==> src/rtl/cpu_defs.sv <==
// Shared CPU definitions: placement of the VRAM window and its address decode,
// used by both the CPU store path and the VRAM write queue.
package cpu_defs;

    localparam int          VRAM_AW        = 14;
    localparam logic [31:0] VRAM_BASE_ADDR = 32'h0001_0000;

    // The window spans 4*2^aw bytes, so only the bits above the word index are compared.
    function automatic logic in_vram_window(input logic [31:0] addr,
                                            input logic [31:0] base,
                                            input int          aw);
        logic [31:0] mask;
        mask = 32'hFFFF_FFFF << (aw + 2);
        return ((addr & mask) == (base & mask));
    endfunction

endpackage

==> src/rtl/vram_write_queue_if.sv <==
// CPU store side and VRAM drain side of the write queue, bundled with
// master (CPU/VRAM environment) and slave (queue) views.
interface vram_write_queue_if
    import cpu_defs::*;
#(
    parameter int AW = VRAM_AW,
    parameter int CW = 4
);
    logic [31:0]   vramaddr;
    logic          vramwe;
    logic [31:0]   vramdata;
    logic          stall_vram;
    logic          out_valid;
    logic          out_ready;
    logic [AW-1:0] out_addr;
    logic [31:0]   out_data;
    logic [CW-1:0] count;
    logic          oor;

    modport slave (
        input  vramaddr, vramwe, vramdata, out_ready,
        output stall_vram, out_valid, out_addr, out_data, count, oor
    );

    modport master (
        output vramaddr, vramwe, vramdata, out_ready,
        input  stall_vram, out_valid, out_addr, out_data, count, oor
    );

endinterface

==> src/rtl/sync_fifo_mem.sv <==
// Entry storage for the write queue: {addr, data} words with a push port,
// an in-place overwrite of the newest entry, and a head read port.
module sync_fifo_mem
    import cpu_defs::*;
#(
    parameter int DEPTH = 8,
    parameter int AW    = VRAM_AW
)(
    input  logic           clk,
    input  logic           clrn,
    input  logic           push,
    input  logic           overwrite,
    input  logic           pop,
    input  logic [AW+31:0] wdata,
    output logic [AW+31:0] rdata,
    output logic [AW-1:0]  tail_addr
);

    localparam int PW = $clog2(DEPTH);
    localparam int W  = AW + 32;

    logic [PW-1:0] wr_ptr_r;
    logic [PW-1:0] rd_ptr_r;
    logic [PW-1:0] tail_ptr_s;
    logic [W-1:0]  mem_r [DEPTH];

    // Newest entry sits just behind the write pointer; pointers wrap naturally at DEPTH.
    assign tail_ptr_s = wr_ptr_r - PW'(1);
    assign rdata      = mem_r[rd_ptr_r];
    assign tail_addr  = mem_r[tail_ptr_s][W-1:32];

    // Pointer and storage update; entries are cleared so the head reads zero after reset.
    always_ff @(posedge clk or negedge clrn) begin
        if (!clrn) begin
            wr_ptr_r <= {PW{1'b0}};
            rd_ptr_r <= {PW{1'b0}};
            for (int i = 0; i < DEPTH; i++) begin
                mem_r[i] <= {W{1'b0}};
            end
        end else begin
            if (push) begin
                mem_r[wr_ptr_r] <= wdata;
                wr_ptr_r        <= wr_ptr_r + PW'(1);
            end else if (overwrite) begin
                mem_r[tail_ptr_s] <= wdata;
            end
            if (pop) begin
                rd_ptr_r <= rd_ptr_r + PW'(1);
            end
        end
    end

endmodule

==> src/rtl/vram_write_queue.sv <==
// Posted-write queue between the CPU store path and the VRAM port: decodes the
// VRAM window, coalesces repeated stores to the newest entry and back-pressures when full.
module vram_write_queue
    import cpu_defs::*;
#(
    parameter int          DEPTH     = 8,
    parameter int          AW        = VRAM_AW,
    parameter logic [31:0] VRAM_BASE = VRAM_BASE_ADDR
)(
    input  logic                clk,
    input  logic                clrn,
    vram_write_queue_if.slave   bus
);

    localparam int CW = $clog2(DEPTH) + 1;

    logic [CW-1:0]  count_r;
    logic [CW-1:0]  count_next_s;
    logic           valid_r;
    logic           stall_r;
    logic           oor_r;
    logic           in_win_s;
    logic           accept_s;
    logic           push_s;
    logic           coalesce_s;
    logic           pop_s;
    logic [AW-1:0]  waddr_s;
    logic [AW-1:0]  tail_addr_s;
    logic [AW+31:0] head_s;

    sync_fifo_mem #(
        .DEPTH (DEPTH),
        .AW    (AW)
    ) u_mem (
        .clk       (clk),
        .clrn      (clrn),
        .push      (push_s),
        .overwrite (coalesce_s),
        .pop       (pop_s),
        .wdata     ({waddr_s, bus.vramdata}),
        .rdata     (head_s),
        .tail_addr (tail_addr_s)
    );

    // Accept/coalesce decision; the head is never touched, so coalescing needs at least two entries.
    always_comb begin
        in_win_s     = in_vram_window(bus.vramaddr, VRAM_BASE, AW);
        waddr_s      = bus.vramaddr[AW+1:2];
        accept_s     = bus.vramwe & ~stall_r;
        pop_s        = valid_r & bus.out_ready;
        push_s       = 1'b0;
        coalesce_s   = 1'b0;
        count_next_s = count_r;
        if (accept_s && in_win_s) begin
            if ((count_r >= CW'(2)) && (waddr_s == tail_addr_s)) begin
                coalesce_s = 1'b1;
            end else begin
                push_s = 1'b1;
            end
        end else begin
            push_s     = 1'b0;
            coalesce_s = 1'b0;
        end
        case ({push_s, pop_s})
            2'b10:   count_next_s = count_r + CW'(1);
            2'b01:   count_next_s = count_r - CW'(1);
            default: count_next_s = count_r;
        endcase
    end

    // Occupancy and flags; valid/stall are precomputed so they depend on registers only.
    always_ff @(posedge clk or negedge clrn) begin
        if (!clrn) begin
            count_r <= {CW{1'b0}};
            valid_r <= 1'b0;
            stall_r <= 1'b0;
            oor_r   <= 1'b0;
        end else begin
            count_r <= count_next_s;
            valid_r <= (count_next_s != {CW{1'b0}});
            stall_r <= (count_next_s == CW'(DEPTH));
            oor_r   <= oor_r | (accept_s & ~in_win_s);
        end
    end

    assign bus.count      = count_r;
    assign bus.out_valid  = valid_r;
    assign bus.stall_vram = stall_r;
    assign bus.oor        = oor_r;
    assign bus.out_addr   = head_s[AW+31:32];
    assign bus.out_data   = head_s[31:0];

endmodule
==> src/flat_wrapper.sv <==
// flat-port wrapper written by rule: the top's interface ports become plain ports
module vram_write_queue_flat import cpu_defs::*;
#(
    parameter int          DEPTH     = 8,
    parameter int          AW        = VRAM_AW,
    parameter logic [31:0] VRAM_BASE = VRAM_BASE_ADDR
)
  (clk, clrn, bus_vramaddr, bus_vramwe, bus_vramdata, bus_out_ready, bus_stall_vram, bus_out_valid, bus_out_addr, bus_out_data, bus_count, bus_oor);
  vram_write_queue_if #(.AW(AW)) bus_i ();
  input  logic clk;
  input  logic clrn;
  input wire logic [$bits(bus_i.vramaddr)-1:0] bus_vramaddr;
  input wire logic [$bits(bus_i.vramwe)-1:0] bus_vramwe;
  input wire logic [$bits(bus_i.vramdata)-1:0] bus_vramdata;
  input wire logic [$bits(bus_i.out_ready)-1:0] bus_out_ready;
  output wire logic [$bits(bus_i.stall_vram)-1:0] bus_stall_vram;
  output wire logic [$bits(bus_i.out_valid)-1:0] bus_out_valid;
  output wire logic [$bits(bus_i.out_addr)-1:0] bus_out_addr;
  output wire logic [$bits(bus_i.out_data)-1:0] bus_out_data;
  output wire logic [$bits(bus_i.count)-1:0] bus_count;
  output wire logic [$bits(bus_i.oor)-1:0] bus_oor;
  assign bus_i.vramaddr = bus_vramaddr;
  assign bus_i.vramwe = bus_vramwe;
  assign bus_i.vramdata = bus_vramdata;
  assign bus_i.out_ready = bus_out_ready;
  assign bus_stall_vram = bus_i.stall_vram;
  assign bus_out_valid = bus_i.out_valid;
  assign bus_out_addr = bus_i.out_addr;
  assign bus_out_data = bus_i.out_data;
  assign bus_count = bus_i.count;
  assign bus_oor = bus_i.oor;
  vram_write_queue #(.DEPTH(DEPTH), .AW(AW), .VRAM_BASE(VRAM_BASE)) u_core (.clk(clk), .clrn(clrn), .bus(bus_i));
endmodule
==> config.mk <==
export PLATFORM = sky130hd
export DESIGN_NAME = vram_write_queue_flat
export DESIGN_NICKNAME = d
export VERILOG_FILES = /design/src/rtl/cpu_defs.sv /design/src/rtl/vram_write_queue_if.sv /design/src/rtl/sync_fifo_mem.sv /design/src/rtl/vram_write_queue.sv /design/src/flat_wrapper.sv
export SDC_FILE = /design/constraint.sdc
export NUM_CORES = 1
export LEC_CHECK = 0
export BUFFER_PORTS_ARGS = -buffer_cell sky130_fd_sc_hd__clkbuf_2
export CAP_MARGIN = 20
export CORE_MARGIN = 3
export CORE_UTILIZATION = 55
export CTS_CLUSTER_SIZE = 14
export DETAILED_ROUTE_END_ITERATION = 8
export GPL_TIMING_DRIVEN = 0
export MAX_ROUTING_LAYER = met4
export PLACE_DENSITY = 0.73
export SYNTH_ARGS = -nofsm -noshare
export SYNTH_HDL_FRONTEND = slang
export SYNTH_SLANG_ARGS = --single-unit
==> constraint.sdc <==
create_clock -name clk -period 5.8 [get_ports clk]
set_input_delay 1.16 -clock clk [delete_from_list [all_inputs] [get_ports clk]]
set_output_delay 1.16 -clock clk [all_outputs]
set_load 0.01 [all_outputs]
* Word level (Yosys, flattened, before mapping)
Cells that the tools add are included.
** Word-level totals
- Flip-flop bits (word level) :: 381
- Output and inout port bits :: 53
- Logic and storage cells :: 64
** Operators by class
- Add/sub/neg operators :: 5
- $lt $le $gt $ge :: 6
- Equality and inequality tests :: 5
- Muxes and demuxes :: 19
- Bitwise logic cells :: 9
- Reduce and logical (&&, ||, !) cells :: 6
** Operator list (count)
- $bwmux W368 :: 2
- $mux W368 :: 2
- $bmux W46 S3 :: 2
- $demux W46 S3 :: 2
- $mux W46 :: 6
- $eq A16 B1 Y1 const B :: 1
- $eq A14 B14 Y1 :: 1
- $ge A4 B4 Y1 const B :: 3
- $not A3 Y4 :: 3
- $lt A4 B1 Y1 const B :: 2
- $pmux W4 S2 :: 1
- $add A3 B1 Y3 const B :: 2
- $add A4 B1 Y4 const B :: 1
- $eq A4 B4 Y1 const B :: 1
- $ge A4 B2 Y1 const B :: 1
- $logic_and A1 B1 Y1 :: 4
- $mux W1 :: 4
- $reduce_bool A4 Y1 :: 1
- $sub A4 B1 Y4 const B :: 1
- $and A1 B1 Y1 :: 3
- $sub A3 B1 Y3 const B :: 1
- $eq A2 B1 Y1 const B :: 1
- $eq A2 B2 Y1 const B :: 1
- $not A1 Y1 :: 2
- 2 further kinds :: 2

* Logic depth before layout (Yosys ltp)
Gate-level depths: netlist (run 1).
- Depth in word-level cells :: 12
- Gate-level depth with buffers :: 23

* Modules after synthesis
Synthesis (run 1) repeated with hierarchy kept, for this count alone.
** Second synthesis, totals
- Cell total of the unflattened synthesis :: 2181
- Area, all modules :: 22267.6 µm²
** Modules (own cells, without submodules)
- sync_fifo_mem :: instances 1, cells each 2116, area an instance 21642.0 µm², sequential area each 9359.0 µm²
- vram_write_queue :: instances 1, cells each 65, area an instance 625.6 µm², sequential area each 175.2 µm²

* Worst setup path before layout (run 1)
Ideal clock, no wire load.
- Path type :: flip-flop to flip-flop
- From :: register u_core.u_mem.wr_ptr_r[0]
- To :: register u_core.stall_r, in the netlist u_core.bus.stall_vram
- Setup time :: 73 ps
- Arrival :: 4653 ps
- Slack :: 1075 ps
- Stages on the path, launching flop included :: 24
- Buffers on the path :: 6
- Path through :: dfrtp_1 -> clkbuf_1 -> buf_1 -> inv_1 -> clkbuf_1 -> ha_1 -> buf_2 -> buf_1 -> mux4_2 -> mux2i_1 -> xnor2_1 -> nor4_1 -> o2111ai_1 -> buf_6 -> nand2_1 -> ha_1 -> xor2_1 -> ha_1 -> a21oi_1 -> xor2_1 -> nor2_1 -> xor2_1 -> nor3_1 -> nor2b_1
** Between the ends
- Longest elaborated chain between the ends :: 12
- Elaborated cells on any way between the ends :: 13
** RTL lines
- from (decl) :: line sync_fifo_mem.sv:22 : logic [PW-1:0] wr_ptr_r;
- from (signal assigned) :: line sync_fifo_mem.sv:35 : wr_ptr_r <= {PW{1'b0}};
- from (signal assigned) :: line sync_fifo_mem.sv:43 : wr_ptr_r <= wr_ptr_r + PW'(1);
- $sub A3 B1 Y3 (*) :: line sync_fifo_mem.sv:28 : assign tail_ptr_s = wr_ptr_r - PW'(1);
- net u_core.u_mem.tail_ptr_s[0] :: line sync_fifo_mem.sv:24 : logic [PW-1:0] tail_ptr_s;
- $not A3 Y4 (not written as such) (*) :: line sync_fifo_mem.sv:30 : assign tail_addr = mem_r[tail_ptr_s][W-1:32];
- $bmux W46 S3 (*) :: line sync_fifo_mem.sv:30
- $mux W46 (not written as such) (*) (2 in series) :: line sync_fifo_mem.sv:30
- $eq A14 B14 Y1 (*) :: line vram_write_queue.sv:55 : if ((count_r >= CW'(2)) && (waddr_s == tail_addr_s)) begin
- $logic_and A1 B1 Y1 (*) :: line vram_write_queue.sv:55
- $mux W1 (*) :: line vram_write_queue.sv:55
- $mux W1 (*) :: line vram_write_queue.sv:54 : if (accept_s && in_win_s) begin
- $eq A2 B1 Y1 or $eq A2 B2 Y1 (tied branches) :: line vram_write_queue.sv:64 : case ({push_s, pop_s})
- $pmux W4 S2 (*) :: line vram_write_queue.sv:64
- net u_core.count_next_s[2] :: line vram_write_queue.sv:18 : logic [CW-1:0] count_next_s;
- $eq A4 B4 Y1 (*) :: line vram_write_queue.sv:81 : stall_r <= (count_next_s == CW'(DEPTH));
- to (signal assigned) :: line vram_write_queue.sv:81
- to (decl) :: line vram_write_queue.sv:20 : logic stall_r;
The timed path passes the listed nets; every way through them passes the cells marked *. The select of a mux whose other input is x is not followed.
A chain may end at the register's enable or synchronous reset.

* Worst setup path in the final report (run 1)
Same ends and word-level chain as after synthesis.

==> results by group, run 1 <==
Outcome
  • Status: complete, no violations

Synth
  • Gate Count Post-Synth: 1,126
  • Unique masters post-synth: 36
  • Top cells by area, synth: dfrtp_1 52%, mux2_2 20%, mux4_2 14%
  • Yosys top cell area share: 51.6%
  • Syn_nets: 1,200
  • Mean Syn Cell Area: 16.4 um2
  • Synth warn: 0
  • Yosys reg bits: 381
  • Synth area leader: dfrtp_1
  • Sequential area share after synthesis: 51.6%
  • Cell area after synthesis: 18,500 um2

Power and ir drop
  • P_leak: 10.4 nW
  • Power per Cell Area: 310 nW/um2
  • Tot Pwr: 0.00655 W
  • Worst vdd ir: 0.252 mV

STA
  • Final Setup Violations: 0
  • Pins Over Slew Limit: 0
  • Max Fclk: 185 MHz
  • Post-route minimum period: 5390 ps
  • Slew of the pin with the lowest slew margin: 1020 ps
  • Max Clock Skew: 20.9 ps
  • Setup WS post-layout: 407 ps
  • Fin crit share: 93.0%
  • Final hold violation count: 0
  • Relative slew margins: 32.0%
  • Worst Hold Margin: 468 ps
  • Unrepaired setup endpoints after global routing: false

Placed design
  • Worst slack, placed: -344 ps
  • GPL Wtd Cong: 0.790
  • Hpwl dp: 26,200 um
  • PortBufs: 104

Route
  • Vias: 10,500
  • Total iterations of the first detailed-routing run: 5
  • Vias/cell: 5.99
  • DR WL/cell: 23.1 um
  • Initial DRC Count: 511
  • Residual DRC: 0
  • DRT Wirelength: 40,500 um
  • Routed Antenna Nets: 0

Floorplanning
  • Die Height: 189 um
  • Chip width: 189 um
  • Row cnt: 66
  • Core ar.: 32,900 um2
  • Die area: 35,900 um2
  • Initial Util: 56.3%
  • # IOs: 121

Setup path
  • Setup crit end kind: flip-flop
  • Worst Path Arrival: 5850 ps
  • WS Path Type: reg2reg
  • Worst R2R Path Depth: 21
  • WP data required: 6250 ps
  • CP Launch Type: flip-flop
  • Critical Path Fanout Max: 10

GRT
  • First-pass GRT wire length: 65,000 um
  • Largest net degree at the start of global routing: 90
  • Vias in the first global route: 11,300
  • GRT Overall Usage: 23.9%
  • Total grt overflow: 0
  • Initial antenna violation count: 1

Min path
  • Worst hold path type: reg2reg
  • Worst Hold Depth: 1

Layout
  • NumNets Final: 1,354
  • Area grow syn2layout: 14.3%
  • Layout cell share with drive strength beyond 1: 51.3%
  • Fill cells: 2,454
  • Fin util: 64.3%

Clock tree
  • Post-CTS setup repair buffer count: 0
  • TritonCTS clock tree: built
  • CTS sink count: 381
  • Clock transition at path regs: 60 ps
  • Root Driver: clkbuf_16
  • Later-pin clock latency in the skew report: 530 ps
  • Clock buffer depth: 3
  • CTS Buf Count: 42
  • H-tree levels: 2

Flow run
  • Max-cap violations: 0
==> per-stage QoR <==
step,area (um2),cells,setup TNS (ps)
4_1_cts,21100,1751,0
2_1_floorplan,18500,1126,0
5_1_grt,21100,1754,0
3_5_place_dp,19700,1676,-776
6_report,21100,1754,0
3_3_place_gp,19600,1672,-1845930
==> power by group <==
| part | total (W) | switching [W] | internal (W) | leakage (nW) |
|---|---|---|---|---|
| logic | 0.00114 | 0.000698 | 0.000442 | 4.44 |
| registers | 0.00273 | 0.0000402 | 0.00269 | 5.30 |
| clock network | 0.00267 | 0.00104 | 0.00163 | 0.687 |
==> what timing repair did <==
item / 4_1_cts / 5_1_grt
hold endpoints to repair: 0 / 0
gates resized for setup: 4 / 7
endpoints found under the setup margin: 14 / 2
hold buffers: 0 / 0
==> sequential cells by signal, indices dropped and copies added, names as in the netlist <==
signal and flops:
u_core.u_mem.mem_r 368, u_core.bus.count 4, u_core.bus.oor 1, u_core.u_mem.wr_ptr_r 3, u_core.u_mem.rd_ptr_r 3, u_core.bus.out_valid 1, u_core.bus.stall_vram 1
==> Yosys cell counts <==
cell         n
a21oi_1      2
a22oi_1      1
a31o_2       1
and4_1       2
buf_1       22
buf_2        3
buf_4        9
buf_6       26
clkbuf_1    25
dfrtp_1    381
ha_1         6
inv_1        6
mux2_1      88
mux2_2     330
mux2i_1     14
mux2i_4      8
mux4_1       3
mux4_2     114
nand2_1      9
nand3_1      5
nand4_1      3
nor2_1       4
nor2b_1      1
nor3_1      10
nor3b_1      1
nor4_1      12
nor4b_1      1
o2111ai_1    1
o21ai_0      1
o22ai_1      1
o31ai_1      1
or3b_2       1
xnor2_1     25
xnor2_2      1
xor2_1       7
xor2_2       1
==> cell usage in the layout, fill, tap and decap left out, drive strengths merged, types with 9 or more instances in the layout <==
cell type	instances
mux2	418
nor4	12
dfrtp	381
clkbuf	201
nand2	9
mux4	117
mux2i	22
nor3	10
buf	64
xnor2	26
==> worst max-delay path, cell delays in order (launching register included) <==
cell	delay, ps
dfrtp_1	380
clkbuf_1	200
clkbuf_4	270
inv_1	80
clkbuf_2	210
ha_1	350
xnor2_2	560
mux4_2	590
xnor2_1	140
nor4_1	430
o2111ai_1	210
buf_6	230
nand2_1	170
ha_1	290
xor2_1	100
ha_1	190
a21oi_1	140
xor2_1	170
nor2_1	70
xor2_1	150
nor3_1	240
nor2b_1	150
==> final timing paths <==
kind,start,endpoint,slack [ps]
max reg2reg,u_core.u_mem.wr_ptr_r[0],u_core.bus.stall_vram,410
max,u_core.u_mem.wr_ptr_r[0],u_core.bus.stall_vram,410
min,u_core.bus.oor,u_core.bus.oor,470
min in group asynchronous,clrn,u_core.u_mem.mem_r[171],690
max in group asynchronous,clrn,u_core.u_mem.mem_r[250],3870
min reg2reg,u_core.bus.oor,u_core.bus.oor,470
==> kinds of logic after synthesis <==
logic type / after synthesis / synth area share (%)
xor+xnor: 34 / 1.69
compound gates: 8 / 0.291
simple gates: 49 / 1.44
mux: 557 / 41.5
fa+ha+maj: 6 / 0.406
buf+inv: 91 / 3.11
flops: 381 / 51.6
==> metal layers <==
layer  global-route usage (%)  vias to the layer above  part of all wire [%]
met5                        -                        -                     0
met4                     4.95                        0                   1.4
met3                     3.81                       46                   4.4
met2                     37.5                      211                    48
met1                     33.9                     5676                    46
li1                         -                     4578                     -
==> layout make-up <==
type / instances / area (um2) / share of cell area [%]
Buffer: 85 / 563 / 2.66
Antenna cell: 1 / 2.50 / 0.0118
Timing Repair Buffer: 110 / 662 / 3.13
Clock inverter: 5 / 78.8 / 0.373
Multi-Input combinational cell: 654 / 8410 / 39.8
Clock buffer: 70 / 1320 / 6.23
Tap cell: 442 / 553 / 2.62
Inverter: 6 / 22.5 / 0.107
Sequential cell: 381 / 9530 / 45.1
Power figures use the tool's default switching activity.
==> inputs of run 2 (changes only) <==
--- a/config.mk
+++ b/config.mk
@@ -16,4 +16,5 @@
 export PLACE_DENSITY = 0.73
 export SYNTH_ARGS = -nofsm -noshare
 export SYNTH_HDL_FRONTEND = slang
+export SYNTH_HIERARCHICAL = 1
 export SYNTH_SLANG_ARGS = --single-unit
==> results by group, run 2 <==
Synth
  • Unique masters post-synth: 51 (+42%)
  • Yosys reg bits: 381 (unchanged)
  • Sequential area share after synthesis: 42.8% (-8.7 points)
  • Top cells by area, synth: dfrtp_1 43%, a32oi_1 15%, mux4_2 12%
  • Main synth FF type: dfrtp_1
  • Post-synthesis adder-cell area fraction: 0.427% (+0.021 points)
  • Cell area after synthesis: 22,300 um2 (+20%)
  • Post-synthesis mux area share: 15.4% (-26 points)
  • Syn_nets: 2,256 (+88%)
  • Largest family of logic cells by synthesized area: compound AO/OA/AOI/OAI gates
  • Yosys top cell area share: 42.8% (-8.7 points)
  • Count leader, synth: dfrtp_1
  • Number of synthesized flops with an enable pin: 0 (unchanged)
  • Most frequent cells after synthesis: 381 x dfrtp_1, 371 x a32oi_1, 191 x nand2_1
  • Synth Area in Simple Gates: 10.9% (+9.4 points)
  • Synth area leader: dfrtp_1
  • Ys async rst share: 100% (unchanged)
  • Post-synthesis xor/xnor area fraction: 0.826% (-0.87 points)
  • Mean Syn Cell Area: 10.2 um2 (-38%)
  • Synth warn: 6 (+6)
  • Post-synthesis compound-gate area fraction: 23.5% (+23 points)
  • Gate Count Post-Synth: 2,181 (+94%)

Layout
  • Largest reg by FF count: u_core/u_mem/mem_r
  • Layout cell share with drive strength beyond 1: 23.8% (-28 points)
  • Max reg flops: 368 (unchanged)
  • Most frequent cells in the layout: 380 x dfrtp_1, 368 x a32oi_1, 191 x nand2_1
  • Area grow syn2layout: 13.8%
  • Most common cell after layout, fill and taps aside: dfrtp_1
  • Final Non-Filler Cells: 2,881 (+64%)
  • Final instance area: 25,300 um2 (+20%)
  • NumNets Final: 2,399 (+77%)

Floorplanning
  • Chip width: 207 um (+9.4%)
  • Initial Util: 55.9% (-0.34 points)
  • # IOs: 121 (unchanged)
  • Row cnt: 73 (+11%)
  • Die area: 42,900 um2 (+20%)
  • Core ar.: 39,800 um2 (+21%)
  • Die Height: 207 um (+9.4%)

GRT
  • Total grt overflow: 0 (unchanged)
  • Largest net degree at the start of global routing: 106 (+18%)
  • Vias in the first global route: 21,400 (+90%)
  • First-pass GRT wire length: 126,000 um (+94%)
  • GRT Overall Usage: 38.8% (+15 points)
  • Initial antenna violation count: 2 (+1)

Power and ir drop
  • Power per Cell Area: 266 nW/um2 (-14%)
  • Sequential share of power: 40.5% (-1.3 points)
  • Sw Ratio: 29.2% (+2.0 points)
  • P_leak: 10.4 nW (-0.39%)
  • Tot Pwr: 0.00674 W (+2.9%)
  • Internal power: 0.00477 W (+0.15%)
  • Clk network pwr share: 41.1% (+0.3 points)
  • Logic pwr share: 18.4% (+1.0 points)
  • Worst vdd ir: 0.257 mV (+2.1%)
  • Switching Power: 0.00197 W (+10%)

Route
  • DRT Wirelength: 83,500 um (+110%)
  • Residual DRC: 0 (unchanged)
  • Vias/cell: 7.41 (+24%)
  • Routed Antenna Nets: 0 (unchanged)
  • Total iterations of the first detailed-routing run: 8 (+3)
  • Vias: 21,400 (+100%)
  • Initial DRC Count: 3,269 (+540%)
  • DR WL/cell: 29.0 um (+26%)

STA
  • Relative slew margins: 27.4% (-4.6 points)
  • Post-route minimum period: 5710 ps (+316 ps)
  • Max Fclk: 175 MHz (-5.5%)
  • Final hold violation count: 0 (unchanged)
  • Slew of the pin with the lowest slew margin: 1090 ps (+69.1 ps)
  • Fin crit share: 98.4% (+5.5 points)
  • Max Clock Skew: 21.2 ps (+0.277 ps)
  • Final Setup Violations: 0 (unchanged)
  • Pins Over Slew Limit: 0 (unchanged)
  • Unrepaired setup endpoints after global routing: false

Placed design
  • Placed cells: 2,795 (+67%)
  • GPL Wtd Cong: 0.982 (+24%)
  • PortBufs: 86 (-17%)
  • Hpwl dp: 55,100 um (+110%)
  • Placed instance area: 23,400 um2 (+19%)

Clock tree
  • CTS Buf Count: 43 (+2.4%)
  • CTS sink count: 381 (unchanged)
  • TritonCTS clock tree: built
  • Later-pin clock latency in the skew report: 580 ps (+50 ps)
  • Clock buffer depth: 3 (unchanged)
  • Root Driver: clkbuf_16
  • Clock transition at path regs: 60 ps (about the same)
  • H-tree levels: 2 (unchanged)

Setup path
  • WS Path Type: reg2reg
  • CP Launch Type: flip-flop
  • WP data required: 6270 ps (+20 ps)
  • Worst Path Arrival: 6180 ps (+330 ps)
  • Critical Path Fanout Max: 10 (unchanged)
  • Setup crit end kind: flip-flop

Min path
  • Worst hold path type: reg2reg

Outcome
  • Status: complete, no violations

Flow run
  • Max-cap violations: 0 (unchanged)
## run 2: critical path, cell delays in order, from the launching register on
cell and delay [ps]:
dfrtp_2 450, buf_4 200, buf_6 160, buf_8 210
inv_1 120, ha_1 250, buf_2 180, buf_2 230
xnor2_4 260, clkbuf_8 250, mux4_2 300, mux2_2 290
xor2_1 180, nor3_2 340, nand4_1 140, buf_4 180
nor2b_2 160, and2_1 200, o32ai_1 390, clkbuf_4 450
clkbuf_2 410, nand2_1 110, o21ai_0 90
## run 2: power by group through the flow
stage / logic, W / clock network, W / registers [W]
after detailed placement: 0.00121 / 0 / 0.00278
after global placement: 0.00119 / 0 / 0.00278
after floorplan: 0.000803 / 0 / 0.00278
after global routing: 0.00130 / 0.00289 / 0.00273
final: 0.00124 / 0.00277 / 0.00273
after CTS: 0.00122 / 0.00279 / 0.00273
## run 2: layer usage
metal  vias to the layer above  GRT usage [%]  share of wire (%)
met1                     10400           49.8                 36
met2                      1876           56.2                 44
met3                       420           10.8                 14
met5                         -              -                  0
li1                       8652              -                  -
met4                         0           21.4                5.5
## run 2: what timing repair did
| action | CTS | global route |
|---|---|---|
| endpoints found under the setup margin | 374 | 370 |
| pin swaps | 2 | 4 |
| resized for setup | 117 | 69 |
| cloned | 0 | 1 |
| buffers inserted | 1 | 7 |
| hold buffers | 0 | 0 |
## run 2: cells by family (layout without fill, tap and decap cells)
group / Yosys count / after routing
AO/OA/AOI/OAI: 755 / 755
AND/OR/NAND/NOR: 526 / 526
flip-flops: 381 / 381
buffers and inverters: 307 / 480
multiplexers: 184 / 184
XOR/XNOR: 21 / 21
adder cells (fa/ha/maj): 7 / 7
other: 0 / 2
## run 2: layout make-up
| cell class | count | area (um2) |
|---|---|---|
| fill | 3259 | 14500 |
| multi-input combinational | 1493 | 11500 |
| sequential | 381 | 9540 |
| buffer | 301 | 1670 |
| clock buffer | 61 | 1240 |
| tap | 525 | 657 |
| timing repair buffer | 98 | 589 |
| clock inverter | 14 | 160 |
| inverter | 6 | 22.5 |
| antenna | 2 | 5.00 |
## run 2: stage by stage
step,setup TNS (ps),worst slack (ps),hold slack (ps),utilization [%]
2_1_floorplan,0,833,445,-
3_3_place_gp,-2364490,-5030,454,58.6
3_5_place_dp,-489500,-1640,469,58.9
4_1_cts,0,0.946,481,63.1
5_1_grt,0,6.17,506,63.6
6_report,0,90.1,479,63.6
## run 2: worst paths after layout
| kind | cells after the start | slack [ps] | to | from |
|---|---|---|---|---|
| worst max-delay path | 22 | 90 | u_core/u_mem/mem_r[4] | u_core/u_mem/wr_ptr_r[0] |
| worst min-delay path | 2 | 480 | u_core/u_mem/mem_r[298] | u_core/u_mem/mem_r[298] |
| worst max register to register | 22 | 90 | u_core/u_mem/mem_r[4] | u_core/u_mem/wr_ptr_r[0] |
| worst min register to register | 2 | 480 | u_core/u_mem/mem_r[298] | u_core/u_mem/mem_r[298] |
| max in group asynchronous | 3 | 3680 | u_core/u_mem/mem_r[235] | clrn |
| min in group asynchronous | 1 | 650 | u_core/u_mem/mem_r[82] | clrn |
